--- src/rtl/multicycle_control_unit_pkg.sv ---
// Shared definitions for the multicycle RV32I main controller:
// state encodings, opcodes, datapath select encodings and ALU codes.
package multicycle_control_unit_pkg;

  typedef enum logic [3:0] {
    S_FETCH    = 4'd0,
    S_DECODE   = 4'd1,
    S_MEMADR   = 4'd2,
    S_MEMREAD  = 4'd3,
    S_MEMWB    = 4'd4,
    S_MEMWRITE = 4'd5,
    S_EXECUTER = 4'd6,
    S_EXECUTEI = 4'd7,
    S_ALUWB    = 4'd8,
    S_BEQ      = 4'd9,
    S_JAL      = 4'd10,
    S_HALT     = 4'd11
  } state_e;

  // Opcodes (IR[6:0])
  localparam logic [6:0] OP_LW  = 7'b0000011;
  localparam logic [6:0] OP_SW  = 7'b0100011;
  localparam logic [6:0] OP_R   = 7'b0110011;
  localparam logic [6:0] OP_I   = 7'b0010011;
  localparam logic [6:0] OP_BEQ = 7'b1100011;
  localparam logic [6:0] OP_JAL = 7'b1101111;

  // Memory address select
  localparam logic       ADR_PC     = 1'b0;
  localparam logic       ADR_RESULT = 1'b1;

  // Result select
  localparam logic [1:0] RES_ALUOUT = 2'b00;
  localparam logic [1:0] RES_DATA   = 2'b01;
  localparam logic [1:0] RES_ALU    = 2'b10;

  // ALU operand A select
  localparam logic [1:0] SRCA_PC    = 2'b00;
  localparam logic [1:0] SRCA_OLDPC = 2'b01;
  localparam logic [1:0] SRCA_RD1   = 2'b10;

  // ALU operand B select
  localparam logic [1:0] SRCB_RD2   = 2'b00;
  localparam logic [1:0] SRCB_IMM   = 2'b01;
  localparam logic [1:0] SRCB_FOUR  = 2'b10;

  // Immediate format select
  localparam logic [1:0] IMM_I = 2'b00;
  localparam logic [1:0] IMM_S = 2'b01;
  localparam logic [1:0] IMM_B = 2'b10;
  localparam logic [1:0] IMM_J = 2'b11;

  // ALU operation codes
  localparam logic [2:0] ALU_ADD = 3'b000;
  localparam logic [2:0] ALU_SUB = 3'b001;
  localparam logic [2:0] ALU_AND = 3'b010;
  localparam logic [2:0] ALU_OR  = 3'b011;
  localparam logic [2:0] ALU_SLT = 3'b101;

  // Operation class handed from the main FSM to the ALU decoder
  typedef enum logic [1:0] {
    ALUOP_ADD   = 2'b00,
    ALUOP_SUB   = 2'b01,
    ALUOP_FUNCT = 2'b10
  } alu_op_e;

endpackage

--- src/rtl/multicycle_control_unit_alu_decoder.sv ---
// ALU decoder: maps the FSM's operation class plus instruction function
// fields onto an ALU control code. Purely combinational, reusable standalone.
module alu_decoder
  import multicycle_control_unit_pkg::*;
(
  input  logic [1:0] alu_op_i,
  input  logic [2:0] funct3_i,
  input  logic       funct7_5_i,
  input  logic       op5_i,
  output logic [2:0] alu_control_o
);

  // Select ALU operation from the operation class and function fields
  always_comb begin
    // NOTE: a default assigned first on every path keeps this block free of inferred latches.
    alu_control_o = ALU_ADD;
    case (alu_op_i)
      ALUOP_SUB: alu_control_o = ALU_SUB;
      ALUOP_FUNCT: begin
        case (funct3_i)
          // Only R-type (op[5]=1) with funct7[5] is a subtract; addi ignores it
          3'b000:  alu_control_o = (op5_i & funct7_5_i) ? ALU_SUB : ALU_ADD;
          3'b010:  alu_control_o = ALU_SLT;
          3'b110:  alu_control_o = ALU_OR;
          3'b111:  alu_control_o = ALU_AND;
          default: alu_control_o = ALU_ADD;
        endcase
      end
      default: alu_control_o = ALU_ADD;
    endcase
  end

endmodule

--- src/rtl/multicycle_control_unit.sv ---
// Moore-style main controller for a multicycle RV32I datapath with a single
// shared memory and a MEM_READY wait-state handshake.
// Optional: define MC_CTRL_ILLEGAL_HALT_EN to halt on unknown opcodes
// (state HALT, HALTED=1, left only by reset); otherwise they act as NOPs.
module multicycle_control_unit
  import multicycle_control_unit_pkg::*;
#(
  parameter int STATE_W = 4
) (
  input  logic               CLK,
  input  logic               RST,
  input  logic [6:0]         OPE_CODE,
  input  logic [2:0]         FUNCT3,
  input  logic               FUNCT7_5,
  input  logic               ZERO,
  input  logic               MEM_READY,
  output logic               PC_WRITE,
  output logic               ADR_SRC,
  output logic               MEM_WRITE,
  output logic               IR_WRITE,
  output logic [1:0]         RESULT_SRC,
  output logic [1:0]         ALU_SRC_A,
  output logic [1:0]         ALU_SRC_B,
  output logic [2:0]         ALU_CONTROL,
  output logic [1:0]         IMM_SRC,
  output logic               REG_WRITE,
  output logic [STATE_W-1:0] STATE,
  output logic               HALTED
);

  state_e     state_q, state_d;
  logic       pc_update, branch, ir_write, mem_write, reg_write;
  logic [1:0] alu_op;

  // State register with synchronous reset
  always_ff @(posedge CLK) begin
    // NOTE: sequential state uses non-blocking assignment so all flops update together.
    if (RST) state_q <= S_FETCH;
    else     state_q <= state_d;
  end

  // Next-state logic
  always_comb begin
    state_d = S_FETCH;
    case (state_q)
      S_FETCH:  state_d = MEM_READY ? S_DECODE : S_FETCH;
      S_DECODE: begin
        case (OPE_CODE)
          OP_LW, OP_SW: state_d = S_MEMADR;
          OP_R:         state_d = S_EXECUTER;
          OP_I:         state_d = S_EXECUTEI;
          OP_BEQ:       state_d = S_BEQ;
          OP_JAL:       state_d = S_JAL;
`ifdef MC_CTRL_ILLEGAL_HALT_EN
          default:      state_d = S_HALT;
`else
          default:      state_d = S_FETCH;
`endif
        endcase
      end
      S_MEMADR:   state_d = (OPE_CODE == OP_SW) ? S_MEMWRITE : S_MEMREAD;
      S_MEMREAD:  state_d = MEM_READY ? S_MEMWB : S_MEMREAD;
      S_MEMWB:    state_d = S_FETCH;
      S_MEMWRITE: state_d = MEM_READY ? S_FETCH : S_MEMWRITE;
      S_EXECUTER: state_d = S_ALUWB;
      S_EXECUTEI: state_d = S_ALUWB;
      S_ALUWB:    state_d = S_FETCH;
      S_BEQ:      state_d = S_FETCH;
      S_JAL:      state_d = S_ALUWB;
`ifdef MC_CTRL_ILLEGAL_HALT_EN
      S_HALT:     state_d = S_HALT;
`endif
      default:    state_d = S_FETCH;
    endcase
  end

  // Per-state datapath selects and raw enables
  always_comb begin
    pc_update  = 1'b0;
    branch     = 1'b0;
    ir_write   = 1'b0;
    mem_write  = 1'b0;
    reg_write  = 1'b0;
    ADR_SRC    = ADR_PC;
    RESULT_SRC = RES_ALUOUT;
    ALU_SRC_A  = SRCA_PC;
    ALU_SRC_B  = SRCB_RD2;
    alu_op     = ALUOP_ADD;
    case (state_q)
      S_FETCH: begin
        ALU_SRC_B  = SRCB_FOUR;
        RESULT_SRC = RES_ALU;
        ir_write   = MEM_READY;
        pc_update  = MEM_READY;
      end
      S_DECODE: begin
        ALU_SRC_A = SRCA_OLDPC;
        ALU_SRC_B = SRCB_IMM;
      end
      S_MEMADR: begin
        ALU_SRC_A = SRCA_RD1;
        ALU_SRC_B = SRCB_IMM;
      end
      S_MEMREAD: ADR_SRC = ADR_RESULT;
      S_MEMWB: begin
        RESULT_SRC = RES_DATA;
        reg_write  = 1'b1;
      end
      S_MEMWRITE: begin
        ADR_SRC   = ADR_RESULT;
        mem_write = 1'b1;
      end
      S_EXECUTER: begin
        ALU_SRC_A = SRCA_RD1;
        alu_op    = ALUOP_FUNCT;
      end
      S_EXECUTEI: begin
        ALU_SRC_A = SRCA_RD1;
        ALU_SRC_B = SRCB_IMM;
        alu_op    = ALUOP_FUNCT;
      end
      S_ALUWB: reg_write = 1'b1;
      S_BEQ: begin
        ALU_SRC_A = SRCA_RD1;
        alu_op    = ALUOP_SUB;
        branch    = 1'b1;
      end
      S_JAL: begin
        ALU_SRC_A = SRCA_OLDPC;
        ALU_SRC_B = SRCB_FOUR;
        pc_update = 1'b1;
      end
      default: ;
    endcase
  end

  // Immediate format follows the opcode in every state
  always_comb begin
    case (OPE_CODE)
      OP_SW:   IMM_SRC = IMM_S;
      OP_BEQ:  IMM_SRC = IMM_B;
      OP_JAL:  IMM_SRC = IMM_J;
      default: IMM_SRC = IMM_I;
    endcase
  end

  alu_decoder u_alu_decoder (
    .alu_op_i      (alu_op),
    .funct3_i      (FUNCT3),
    .funct7_5_i    (FUNCT7_5),
    .op5_i         (OPE_CODE[5]),
    .alu_control_o (ALU_CONTROL)
  );

  // Reset masks every write enable so an abandoned instruction cannot commit
  assign PC_WRITE  = ~RST & (pc_update | (branch & ZERO));
  assign IR_WRITE  = ~RST & ir_write;
  assign MEM_WRITE = ~RST & mem_write;
  assign REG_WRITE = ~RST & reg_write;
  assign STATE     = STATE_W'(state_q);

`ifdef MC_CTRL_ILLEGAL_HALT_EN
  assign HALTED = (state_q == S_HALT);
`else
  assign HALTED = 1'b0;
`endif

endmodule

--- config.mk ---
export PLATFORM = sky130hd
export DESIGN_NAME = multicycle_control_unit
export DESIGN_NICKNAME = d
export VERILOG_FILES = /design/src/rtl/multicycle_control_unit_pkg.sv /design/src/rtl/multicycle_control_unit_alu_decoder.sv /design/src/rtl/multicycle_control_unit.sv
export SDC_FILE = /design/constraint.sdc
export NUM_CORES = 1
export LEC_CHECK = 0
export CAP_MARGIN = 20
export CORE_ASPECT_RATIO = 0.7
export CORE_UTILIZATION = 35
export DETAILED_ROUTE_END_ITERATION = 10
export GPL_TIMING_DRIVEN = 0
export PLACE_DENSITY = 0.75
export SETUP_SLACK_MARGIN = 0.15
export SLEW_MARGIN = 20
export SYNTH_ARGS = -nofsm -noshare
export SYNTH_HDL_FRONTEND = slang
export SYNTH_SLANG_ARGS = --single-unit
export TNS_END_PERCENT = 100
--- constraint.sdc ---
create_clock -name CLK -period 1.7 [get_ports CLK]
set_clock_uncertainty 0.05 [all_clocks]
set_input_delay 0.34 -clock CLK [delete_from_list [all_inputs] [get_ports CLK]]
set_output_delay 0.34 -clock CLK [all_outputs]
set_load 0.005 [all_outputs]
Yosys cells after proc, flatten, opt, wreduce, memory -nomap -nowiden
Cells that the tools add are included.
Widths: inputs -> output; s select.
{"block": "word_totals", "regBits": 4, "output_inout_bits": 21, "word_cells": 61}
{"block": "classes", "mux": 20, "reduce_logical": 11, "eq_ne": 21, "n_bitwise": 8}
{"op": "$pmux 4 s6", "count": 1}
{"op": "$pmux 4 s5", "count": 1}
{"op": "$eq 4x3->1 const B", "count": 4}
{"op": "$pmux 2 s2", "count": 4}
{"op": "$eq 7x6->1 const B", "count": 2}
{"op": "$eq 7x7->1 const B", "count": 2}
{"op": "$eq 4x4->1 const B", "count": 3}
{"op": "$pmux 3 s4", "count": 1}
{"op": "$reduce_or 2->1", "count": 6}
{"op": "$mux 3", "count": 3}
{"op": "$eq 4x2->1 const B", "count": 2}
{"op": "$eq 7x2->1 const B", "count": 1}
{"op": "$eq 7x5->1 const B", "count": 1}
{"op": "$mux 1", "count": 7}
{"op": "$and 1x1->1", "count": 6}
{"op": "$eq 3x3->1 const B", "count": 2}
{"op": "$pmux 2 s3", "count": 1}
{"op": "$pmux 3 s2", "count": 1}
{"op": "$reduce_or 3->1", "count": 2}
{"op": "$eq 4x1->1 const B", "count": 1}
{"op": "$logic_not 4->1", "count": 1}
{"op": "$reduce_or 4->1", "count": 1}
{"op": "$eq 3x2->1 const B", "count": 1}
{"op": "$logic_not 3->1", "count": 1}
{"op": "other kinds (5)", "count": 5}

Longest topological paths before layout
Gate-level depths: netlist of run 1.
{"block": "logic_depth", "depth_word": 5, "mapped_depth": 8, "depth_no_buf": 7}

Hierarchy
Synthesis of run 1 repeated with hierarchy kept, for this count alone.
{"block": "unflattened", "hier_cells": 94, "hier_area_um2": 668.1}
{"module": "multicycle_control_unit", "seq_area_each_um2": 80.1, "area_each_um2": 571.8, "cells_per_inst": 83, "n_inst": 1}
{"module": "alu_decoder", "seq_area_each_um2": 0.0, "area_each_um2": 96.3, "cells_per_inst": 11, "n_inst": 1}

Least setup slack after synthesis of run 1
OpenSTA, ideal clock, no wires.
{"block": "synth_path", "path_kind": "reg2out", "start": "reg state_q[2] (netlist: STATE[2])", "end": "out ALU_CONTROL[2]", "path_stages_with_launch": 7, "setup_slack_ns": -0.177, "n_path_buf": 1, "t_arrival_ns": 1.487, "cell_sequence": "dfxtp_1 > buf_4 > nor2b_1 > nand3_1 > inv_1 > ha_1 > nor4_1"}
{"block": "synth_via", "elab_chain_len": 5, "word_cells_on_any_way": 8, "cone_classes": "eq/ne (5); mux (2); reduce/logical (1)"}
{"item": "from (decl)", "line_no": "multicycle_control_unit.sv:31", "text": "state_e state_q, state_d;"}
{"item": "from (signal assigned)", "line_no": "multicycle_control_unit.sv:39", "text": "else state_q <= state_d;"}
{"item": "$eq 4x3->1", "line_no": "multicycle_control_unit.sv:89", "text": "case (state_q)"}
{"item": "$reduce_or 2->1 (no source line)"}
{"item": "$pmux 2 s2 (*)", "line_no": "multicycle_control_unit.sv:89"}
{"item": "$eq 2x2->1 or $eq 2x1->1 (tied branches)", "line_no": "multicycle_control_unit_alu_decoder.sv:17", "text": "case (alu_op_i)"}
{"item": "$pmux 3 s2 (*)", "line_no": "multicycle_control_unit_alu_decoder.sv:17"}
{"item": "to (decl)", "line_no": "multicycle_control_unit.sv:24", "text": "output logic [2:0] ALU_CONTROL,"}
Mark *: on every way between the ends. The rest lies on a longest branch, timed or not.

Worst setup path after layout of run 1
{"block": "layout_path", "start": "reg state_q[0] (netlist: STATE[0])", "end": "out ALU_CONTROL[0]"}
Same word-level chain as after synthesis.

==> metrics.cfg, run 1 <==
[route]
drtIter0Drc = 61
dr.pass1.iters = 4
via_per_inst = 5.716
totalWireLength_mm = 3.509
ant_nets = 0
wl_per_cell_microns = 18.47
vias = 1086
drc = 0

[flow_run]
max-cap-violations = 0

[power]
ir_drop_mv = 0.3428
power_density_mw_per_mm2 = 254.4
finalPower_mw = 0.4039
p_leak_nw = 0.7845

[global_route]
grt_pass1_wl_mm = 4.581
gr-total-overflow = 0
antenna_found_initial = 0
grt_max_degree = 11
grt_usage_pct = 27.98
grt_pass1_vias = 986

[clocking]
clockBufferDepth = 2
clockRootBuffer = clkbuf_4
clkTransAtPathRegs_ns = 0.04
clock_sinks = 4
cts_tree = yes
cts_hold_buf = 0
cts_max_level = 1
cts_buffers = 3
insertion_delay_ns = 0.25

[floorplan]
io_pins = 36
initial_core_util_pct = 37.39
coreArea_sq_mm = 0.001871
die_height_microns = 39.40
rows = 13
die-area_sq_mm = 0.002184
die_x_microns = 55.43

[yosys]
synth_nets = 107
postSynthCellCount = 90
synth_cell_type_count = 40
synth_top_family_by_area = simple AND/OR/NAND/NOR gates
yosys.area_share.simple_pct = 45.97
synth_compound_area_share_pct = 19.86
synth_mux_area_share_pct = 1.431
synth_fa_ha_area_share_pct = 3.578
synth-edff-count = 0
ys_async_sr_fraction_pct = 0
syn_area_sq_um = 699.4
syn_area_per_cell_sq_um = 7.771
yosys_warnings = 0
yosys_register_bits = 4
synth_xor_area_share_pct = 6.261
synthFlopType = dfxtp_1
ys_seq_area_share_pct = 11.45

[sta]
finalMaxSlewViolations = 0
setup_slack_ns = -0.2710
hold_viol = 0
setup_viol = 15
clock.fmax_mhz = 507.4
finalCritPeriodShare_pct = 115.9
rsz0062_at_grt = true
whs_ns = 0.3779
min_period_ns = 1.971

[run_status]
status = complete, but fails checks
violations = negative setup slack

[placement]
place_hpwl_mm = 1.720
gp_routability_congestion = 0.7741
port-buffer-count = 34

[setup_path]
cp_max_fo = 3
reg2reg_depth = 7
path_class = flip-flop to output port
critPathLaunchType = flip-flop
cp-end-kind = output port
crit_required_ns = 1.31
arrival_ns = 1.58

[cells_and_area]
layout-drive-gt1-share_pct = 60.71
syn2layout_area_growth_pct = 127.0
n_antenna_cell = 0
largest_register_ff_count = 4
fin_nets = 187
final_core_util_pct = 84.88
mostFrequentLayoutCells = 25 x buf_4, 19 x buf_6, 19 x buf_2
mostFrequentLayoutCell = buf_4

[worst_hold_path]
hold_depth = 3
hold_class = input pin to flip-flop

## metal layers
layer  vias up  GRT usage, %  share of wire [%]
met1       524         32.25                 40
met3        12         5.941                6.9
li1        493             -                  -
met4         0         7.500                2.9
met2        57         54.22                 50
met5         -             0                  0
## synthesized netlist by cell type (3+ instances only)
library cell,n,area [sq um]
o2111ai_1,3,26.28
dfxtp_1,4,80.08
buf_4,4,30.03
inv_1,5,18.77
xnor2_1,3,26.28
nor3b_1,6,45.04
nand2_1,4,15.01
and3_1,6,37.54
nor2_1,3,11.26
o21ai_0,5,25.02
nor2b_1,4,25.02
a211oi_1,4,30.03
and3b_1,4,35.03
## stage by stage
stage,TNS [ns],instances,cell area (sq um),setup slack [ns]
after floorplan,0,90,772.0,0.09125
after global placement,-4.752,146,1140,-0.7119
after detailed placement,-5.167,146,1140,-0.7472
after CTS,-1.465,184,1484,-0.2472
after global routing,-3.050,190,1588,-0.3487
final,-2.416,190,1588,-0.2710
## path summary, 6_finish.rpt
| check | startpoint | slack, ns | end |
|---|---|---|---|
| worst min-delay path | OPE_CODE[6] | 0.38 | STATE[3] |
| worst min register to register | STATE[3] | 0.67 | STATE[3] |
| worst max-delay path | STATE[0] | -0.27 | ALU_CONTROL[0] |
| worst max register to register | STATE[2] | -0.02 | STATE[2] |
## worst max-delay path, cell delays in order, from the launching register on
cell and delay [ns]:
dfxtp_4 0.35, buf_6 0.11, nor2b_4 0.17, nand3_4 0.11
ha_4 0.18, nor2b_4 0.12, o21ai_1 0.08, a21oi_1 0.08
buf_2 0.13
## power by group
part	switching, mW	total (mW)	internal, mW
combinational	0.0761	0.175	0.0987
clock	0.0549	0.135	0.0800
sequential	0.00193	0.0942	0.0922
## cell type report
class / count / area, sq um
clock buffer: 3 / 22.52
tap: 22 / 27.53
timing repair buffer: 75 / 633.1
fill: 99 / 282.8
buffer: 7 / 86.33
sequential: 4 / 92.59
multi-input combinational: 74 / 703.2
inverter: 5 / 22.52
## cells by family after synthesis
| kind of cell | after synthesis |
|---|---|
| simple gates | 45 |
| buf+inv | 12 |
| compound gates | 20 |
| mux | 1 |
| xor+xnor | 5 |
| other cells | 1 |
| flops | 4 |
| fa+ha+maj | 2 |
## what timing repair did
action	in CTS	in global routing
pin swaps	19	11
resized for setup	119	21
endpoints found under the setup margin	18	20
cloned	1	0
setup buffers	34	6
(Power assumes the default switching activity.)
==> inputs of run 2 (changes only) <==
Settings changed: HOLD_SLACK_MARGIN set to 0.12.
==> results of run 2 <==
No change in the layout: final DEF, timing and power equal those of run 1.
